### src/rtl/noc_output_arbiter_pkg.sv
`default_nettype none
// +--------------------------------------------------------------------------+
// | noc_output_arbiter_pkg : flit types and port count shared by the arbiter |
// | Revision: 1.0                                                            |
// +--------------------------------------------------------------------------+
package noc_output_arbiter_pkg;

   localparam int NUM_PORTS = 5;
   localparam int PAYLOAD_W = 32;

   typedef enum logic [1:0] {
      HEAD   = 2'd0,
      BODY   = 2'd1,
      TAIL   = 2'd2,
      SINGLE = 2'd3
   } flit_kind_t;

   typedef struct packed {
      flit_kind_t             kind;
      logic [PAYLOAD_W-1:0]   payload;
   } flit_t;

   // HEAD and SINGLE are the only kinds allowed to open a packet.
   function automatic logic is_start(input flit_kind_t k);
      return (k == HEAD) || (k == SINGLE);
   endfunction

endpackage
`default_nettype wire

### src/rtl/noc_output_arbiter_rr_arbiter.sv
`default_nettype none
// +--------------------------------------------------------------------------+
// | rr_arbiter : combinational round-robin pick, first request at/after ptr  |
// | Revision: 1.0                                                            |
// +--------------------------------------------------------------------------+
module rr_arbiter #(
   parameter int NUM_INPUTS = 5,
   parameter int PTR_W      = $clog2(NUM_INPUTS)
) (
   input  logic [NUM_INPUTS-1:0] req,
   input  logic [PTR_W-1:0]      ptr,
   output logic [NUM_INPUTS-1:0] gnt,
   output logic [PTR_W-1:0]      gnt_idx,
   output logic                  any_gnt
);

   logic [PTR_W-1:0] w_idx;

   always_comb begin
      gnt     = '0;
      gnt_idx = '0;
      any_gnt = 1'b0;
      w_idx   = '0;
      for (int k = 0; k < NUM_INPUTS; k++) begin
         w_idx = PTR_W'((int'(ptr) + k) % NUM_INPUTS);
         if (!any_gnt && req[w_idx]) begin
            any_gnt    = 1'b1;
            gnt_idx    = w_idx;
            gnt[w_idx] = 1'b1;
         end
      end
   end

endmodule
`default_nettype wire

### src/rtl/noc_output_arbiter.sv
`default_nettype none
// +--------------------------------------------------------------------------+
// | noc_output_arbiter : round-robin output port share with wormhole lock    |
// | Revision: 1.0                                                            |
// +--------------------------------------------------------------------------+
module noc_output_arbiter
   import noc_output_arbiter_pkg::*;
#(
   parameter int NUM_INPUTS = NUM_PORTS,
   parameter int PTR_W      = $clog2(NUM_INPUTS)
) (
   input  logic                   clk,
   input  logic                   rst,
   input  logic [NUM_INPUTS-1:0]  in_valid,
   input  flit_t [NUM_INPUTS-1:0] in_flit,
   output logic [NUM_INPUTS-1:0]  in_ready,
   output logic                   out_valid,
   output flit_t                  out_flit,
   input  logic                   out_ready,
   output logic                   locked,
   output logic [PTR_W-1:0]       owner,
   output logic                   err_protocol
);

   localparam logic [0:0] ST_IDLE   = 1'b0;
   localparam logic [0:0] ST_LOCKED = 1'b1;

   logic [0:0]            r_state;
   logic [PTR_W-1:0]      r_rr_ptr;
   logic [PTR_W-1:0]      r_owner;
   logic                  r_out_valid;
   flit_t                 r_out_flit;
   logic                  r_err;

   logic                  w_load_en;
   logic [NUM_INPUTS-1:0] w_req;
   logic [NUM_INPUTS-1:0] w_bad;
   logic [NUM_INPUTS-1:0] w_gnt;
   logic [PTR_W-1:0]      w_gnt_idx;
   logic                  w_any_gnt;
   flit_t                 w_owner_flit;
   logic                  w_owner_ok;
   logic                  w_err_idle;
   logic                  w_err_owner;
   logic                  w_xfer;
   flit_t                 w_sel_flit;

   function automatic logic [PTR_W-1:0] f_next(input logic [PTR_W-1:0] idx);
      return (idx == PTR_W'(NUM_INPUTS - 1)) ? '0 : idx + PTR_W'(1);
   endfunction

   generate
      for (genvar i = 0; i < NUM_INPUTS; i++) begin : g_req
         assign w_req[i] = in_valid[i] &&  is_start(in_flit[i].kind);
         assign w_bad[i] = in_valid[i] && !is_start(in_flit[i].kind);
      end
   endgenerate

   rr_arbiter #(
      .NUM_INPUTS (NUM_INPUTS),
      .PTR_W      (PTR_W)
   ) u_rr_arbiter (
      .req     (w_req),
      .ptr     (r_rr_ptr),
      .gnt     (w_gnt),
      .gnt_idx (w_gnt_idx),
      .any_gnt (w_any_gnt)
   );

   assign w_load_en    = !r_out_valid || out_ready;
   assign w_owner_flit = in_flit[r_owner];
   // While locked the owner may only continue its packet with BODY/TAIL.
   assign w_owner_ok   = in_valid[r_owner] && !is_start(w_owner_flit.kind);
   assign w_err_idle   = (r_state == ST_IDLE) && (|w_bad);
   assign w_err_owner  = (r_state == ST_LOCKED) && in_valid[r_owner] &&
                         is_start(w_owner_flit.kind);
   assign w_xfer       = |in_ready;
   assign w_sel_flit   = (r_state == ST_LOCKED) ? w_owner_flit : in_flit[w_gnt_idx];

   always_comb begin
      in_ready = '0;
      if (!rst && w_load_en) begin
         if (r_state == ST_LOCKED) begin
            if (w_owner_ok) in_ready[r_owner] = 1'b1;
         end else if (w_any_gnt) begin
            in_ready = w_gnt;
         end
      end
   end

   always_ff @(posedge clk) begin
      if (rst) begin
         r_state     <= ST_IDLE;
         r_rr_ptr    <= '0;
         r_owner     <= '0;
         r_out_valid <= 1'b0;
         r_out_flit  <= '0;
         r_err       <= 1'b0;
      end else begin
         if (w_err_idle || w_err_owner) r_err <= 1'b1;
         if (w_load_en) begin
            r_out_valid <= w_xfer;
            if (w_xfer) r_out_flit <= w_sel_flit;
         end
         // The pointer moves only when a packet completes (SINGLE or TAIL).
         if (w_xfer) begin
            case (r_state)
               ST_IDLE: begin
                  if (w_sel_flit.kind == HEAD) begin
                     r_state <= ST_LOCKED;
                     r_owner <= w_gnt_idx;
                  end else begin
                     r_rr_ptr <= f_next(w_gnt_idx);
                  end
               end
               default: begin
                  if (w_sel_flit.kind == TAIL) begin
                     r_state  <= ST_IDLE;
                     r_rr_ptr <= f_next(r_owner);
                  end
               end
            endcase
         end
      end
   end

   assign out_valid    = r_out_valid;
   assign out_flit     = r_out_flit;
   assign locked       = (r_state == ST_LOCKED);
   assign owner        = r_owner;
   assign err_protocol = r_err;

endmodule
`default_nettype wire
### config.mk
export PLATFORM = sky130hd
export DESIGN_NAME = noc_output_arbiter
export DESIGN_NICKNAME = d
export VERILOG_FILES = /design/src/rtl/noc_output_arbiter_pkg.sv /design/src/rtl/noc_output_arbiter_rr_arbiter.sv /design/src/rtl/noc_output_arbiter.sv
export SDC_FILE = /design/constraint.sdc
export NUM_CORES = 1
export LEC_CHECK = 0
export ABC_AREA = 1
export BUFFER_PORTS_ARGS = -buffer_cell sky130_fd_sc_hd__buf_2
export CORE_ASPECT_RATIO = 1.2
export CORE_MARGIN = 5
export CORE_UTILIZATION = 50
export DETAILED_ROUTE_END_ITERATION = 8
export MAX_ROUTING_LAYER = met4
export PLACE_DENSITY = 0.8
export RECOVER_POWER = 25
export SLEW_MARGIN = 30
export SYNTH_ARGS = -nofsm -noshare
export SYNTH_HDL_FRONTEND = slang
export SYNTH_SLANG_ARGS = --single-unit
### constraint.sdc
create_clock -name clk -period 6.3 [get_ports clk]
set_clock_uncertainty 0.15 [all_clocks]
set_input_delay 0.945 -clock clk [delete_from_list [all_inputs] [get_ports clk]]
set_output_delay 0.945 -clock clk [all_outputs]
set_load 0.005 [all_outputs]
; Yosys cells after proc, flatten, opt, wreduce, memory -nomap -nowiden
; Index checks and enable logic that the tools add are counted.
[word_totals]
register_bits = 43
input_bits = 178
output_inout_bits = 45
word_cells = 160
[classes]
n_addsub = 6
n_div = 5
order_cmp = 13
n_eq_ne = 11
muxes = 56
bitwise = 5
reduce_logical = 57
[op_table]
columns = op, n
row1 = 34-bit binary-select mux with 3-bit select, 2
row2 = 32-bit by 4-bit modulo with 32-bit output (second input constant), 4
row3 = 34-bit 2-to-1 mux, 3
row4 = 5-bit 2-to-1 mux, 9
row5 = 4-bit by 4-bit modulo with 32-bit output (second input constant), 1
row6 = 3-bit 2-to-1 mux, 10
row7 = 3-bit by 4-bit less-than comparator with 1-bit output (second input constant), 7
row8 = 1-bit logical AND, 25
row9 = 1-bit 2-to-1 mux, 20
row10 = 5-bit OR, 4
row11 = 1-bit binary-select mux with 3-bit select, 6
row12 = 1-bit demux with 3-bit select, 6
row13 = 3-bit by 1-bit greater-or-equal comparator with 1-bit output (second input constant), 6
row14 = 2-bit equality test (second input constant), 7
row15 = 2-bit zero test, 7
row16 = 1-bit zero test, 12
row17 = 5-bit OR reduction, 2
row18 = 3-bit by 2-bit adder with 4-bit output (second input constant), 2
row19 = 1-bit logical OR, 8
row20 = 3-bit by 1-bit adder with 3-bit output (second input constant), 2
row21 = 3-bit equality test (second input constant), 2
row22 = 3-bit AND reduction, 2
row23 = 3-bit by 1-bit adder with 4-bit output (second input constant), 1
row24 = 3-bit by 3-bit adder with 4-bit output (second input constant), 1
row25 = 4 further kinds, 4

; Depth between registers and ports, before layout
[logic_depth]
depth_word = 24
ltp_mapped = 37
depth_no_buf = 36

; Modules after synthesis
; A second synthesis with hierarchy kept.
[unflattened]
hier_cells = 1113
area_unflattened_um2 = 6249.7
[modules_own_cells]
columns = module, n_inst, cells_per_inst, area_per_inst_um2, seq_area_each_um2
row1 = noc_output_arbiter, 1, 814, 4650.7, 860.8
row2 = rr_arbiter, 1, 299, 1599.0, 0.0

; Worst setup path before layout
; OpenSTA, ideal clock, no wires.
[synth_timing]
kind = register to output
start = register r_rr_ptr[0]
end = output in_ready[4]
t_arrival_ps = 3905
required_time_ps = 5205
setup_slack_ps = 1300
path_stages_with_launch = 31
path_buffers = 2
path_cell_list = dfxtp_1 -> buf_6 -> inv_2 -> ha_1 -> inv_1 -> ha_1 -> inv_1 -> ha_1 -> nor2_1 -> nand2_1 -> nand2_4 -> xor2_1 -> ha_1 -> inv_1 -> or2_2 -> nand2_2 -> nand2_2 -> nand2_1 -> o21ai_2 -> nor2_1 -> nand2_1 -> nor2_1 -> nor2_2 -> nor2_4 -> nand2_1 -> nand3_1 -> nand2_2 -> buf_6 -> nand2_2 -> nand3_2 -> inv_1
[synth_via]
elab_chain_len = 19
word_cells_on_any_way = 69
classes_between = 4 x add/sub / 5 x div / 10 x order compare / 33 x mux / 4 x bitwise / 13 x reduce/logical
[synth_lines]
columns = element, line
row1 = from (decl), noc_output_arbiter.sv:29  ; logic [PTR_W-1:0] r_rr_ptr;
row2 = from (signal assigned), noc_output_arbiter.sv:113  ; r_rr_ptr <= f_next(w_gnt_idx);
row3 = from (signal assigned), noc_output_arbiter.sv:119  ; r_rr_ptr <= f_next(r_owner);
row4 = "parallel branches: the longest is 16 deep, another holds 32-bit by 4-bit modulo with 32-bit output", --
row5 = 5-bit 2-to-1 mux (*), noc_output_arbiter.sv:85  ; end else if (w_any_gnt) begin
row6 = 5-bit 2-to-1 mux (*), noc_output_arbiter.sv:83  ; if (r_state == ST_LOCKED) begin
row7 = 5-bit 2-to-1 mux (*), noc_output_arbiter.sv:82  ; if (!rst && w_load_en) begin
row8 = to (decl), noc_output_arbiter.sv:16  ; output logic [NUM_INPUTS-1:0] in_ready,
; Every way passes the cells marked *. The select of a mux whose other input is x is not followed.

; Final worst setup path
[layout_timing]
start = register r_rr_ptr[1]
end = output in_ready[1]
; Same word-level chain as after synthesis.

==> results.txt <==
First-pass GRT wire length: 38,390 µm
Grt total ovfl: 0
Die area: 15,130 µm²
Reg2reg start: r_rr_ptr[1]
Yosys reg bits: 43
Vias in the first global route: 7,977
Post-synth top flop: dfxtp_1
CP Capture Type: primary output
Final Hold Viols: 0
Postcts setup bufs: 0
Die width: 113.1 µm
Yosys cell types: 46
Clk sink count: 43
Crit path max fanout: 9
# DRC: 0
# H-tree levels: 2
Sequential area share after synthesis: 13.49%
Most frequent cell after synthesis: nand2_1
Min Tclk post-route: 5.658 ns
RSZ-0062 raised after global routing: no
Vias: 8,483
WP buf/inv: 5
Critical path class: register to primary output
Synth cell count leaders: 276 x nand2_1, 149 x a21oi_1, 115 x o21ai_0
Cts bufs inserted: 5
CTS Root Cell: clkbuf_16
Core area: 12,610 µm²
Clock buffer depth: 2
Die Ht: 133.8 µm
Initial core utilization: 50.61%
Largest net degree at the start of global routing: 71
Hold_sp: out_flit[33]
Row cnt: 45
Max Cap Violations: 0
I/O Buffers: 222
Max frequency: 176.7 MHz
Worst-margin pin slew: 0.9830 ns
Routability cong.: 1.019
Dpl hpwl: 17,500 µm
# fillers: 1,297
Initial drt markers: 787
Start point of the critical path: r_rr_ptr[1]
Fin util: 60.40%
CP Launch Type: register
Nets: 1,499
Vias per cell: 5.794
Fin Setup TNS: 0 ns
Initial antenna violation count: 1
Post-synth EDFFs: 0
Syn Nets: 1,326
Fin Hold WS: 0.3544 ns
Final period util: 89.81%
Share of cells above drive strength 1: 23.17%
Final WL: 23,490 µm
Slowest-stage cell, CP: dfxtp_1
Largest cells by area after synthesis: nand2_1 16%, dfxtp_1 13%, a21oi_1 12%, o21ai_0 9.0%, nand3_1 8.1%
CTS tree: done
Synth area leader: nand2_1
Synthesized instance count: 1,125
Mean Syn Cell Area: 5.673 µm²
WP data arrival: 4.56 ns
Max-slew violation count: 0
Fin cells: 1,464
Synth warnings: 0
Layout area overhead: 19.35%
Ports: 223
Synth top area share: 16.23%
Worst path required time: 5.20 ns
Placed Instances: 1,455
Status: complete, no violations
Total track usage: 31.06%
Slew margin rel.: 34.47%
Detailed Routing Iterations Pass 1: 5
Mapped cell area: 6382 µm²
Post-synth ARST share: 0%
Family with the most delay on the worst path: simple AND/OR/NAND/NOR gates
CTS Hold Bufs: 0
Cts repair resizes: 0
CP max stage delay: 0.50 ns
Number of setup violations in the final report: 0
Drt wl/cell: 16.04 µm
Detail Route Antenna Nets: 0
Worst Hold Class: register to register
Worst-path clk slew: 0.07 ns
Clock latency on the worst-skew pair: 0.29 ns
[kinds of logic after synthesis]
kind of cell | after synthesis | synth area share, %
adders and majority gates | 23 | 4.509
DFF | 43 | 13.49
xor gates and xnor gates | 16 | 2.666
muxes | 1 | 0.1568
AOI/OAI and AO/OA | 358 | 30.99
buffers and inverters | 182 | 12.33
and+or+nand+nor | 502 | 35.86
[state kept, by name (all words and copies together) (netlist names)]
| name | flops |
|---|---|
| err_protocol | 1 |
| out_flit | 34 |
| owner | 3 |
| r_rr_ptr | 3 |
| locked | 1 |
| out_valid | 1 |
[area by class of cell]
class / instances / area [µm²] / area share (%)
repair buffers: 237 / 1227 / 16.11
well taps: 164 / 205.2 / 2.694
diodes: 1 / 2.502 / 0.03285
clock buffers: 5 / 125.1 / 1.643
inverters: 111 / 416.7 / 5.470
clock inverters: 3 / 23.77 / 0.3121
multi-input cells: 900 / 4755 / 62.42
flip-flops and latches: 43 / 862.1 / 11.32
[per-stage QoR]
stage | setup WS, ns | area (µm²)
after floorplan | 1.300 | 6382
after global placement | 0.9522 | 7487
after detailed placement | 0.8108 | 7487
after CTS | 0.6587 | 7636
after global routing | 0.03008 | 7617
final | 0.6417 | 7617
[placed cells by master (no fill, tap or decap), types with 3 or more instances in the layout]
master     count
buf_2        205
o21ai_0      115
clkbuf_16      5
nor2_2        13
o211ai_1       4
o21ai_1       38
a221oi_1      34
xor2_2         4
dfxtp_1       42
buf_4         13
a31oi_1        4
inv_2         11
nand4_1       12
inv_1        100
o21ai_2        4
nand3_2        8
nand2_2       14
nand3_1      103
nor2_4         4
ha_1          23
clkbuf_1      17
nand2_4        4
nor2_1        57
a211oi_1       3
a21oi_1      149
nand2_1      276
xor2_1        10
[worst min-delay path: cells and delay by family, from the launching register on]
family | cells | cell delay [ns]
AOI/OAI and AO/OA | 1 | 0.05
and+or+nand+nor | 1 | 0.07
DFF | 1 | 0.34
[final timing paths]
kind,endpoint,slack (ns),cells after the start
max reg2reg,out_flit[3],0.76,31
max,in_ready[1],0.64,25
min,out_flit[33],0.35,2
min reg2reg,out_flit[33],0.35,2
[routing by layer]
layer	vias to the layer above	wire length [µm]	GRT usage [%]
met5	-	0	-
met4	0	996	13.16
met3	83	2308	4.180
met2	519	10990	50.99
met1	3719	9190	38.06
li1	4162	-	-
Power is not shown: default switching activity piles up to over one toggle a cycle in this logic, so the estimate is an artifact.
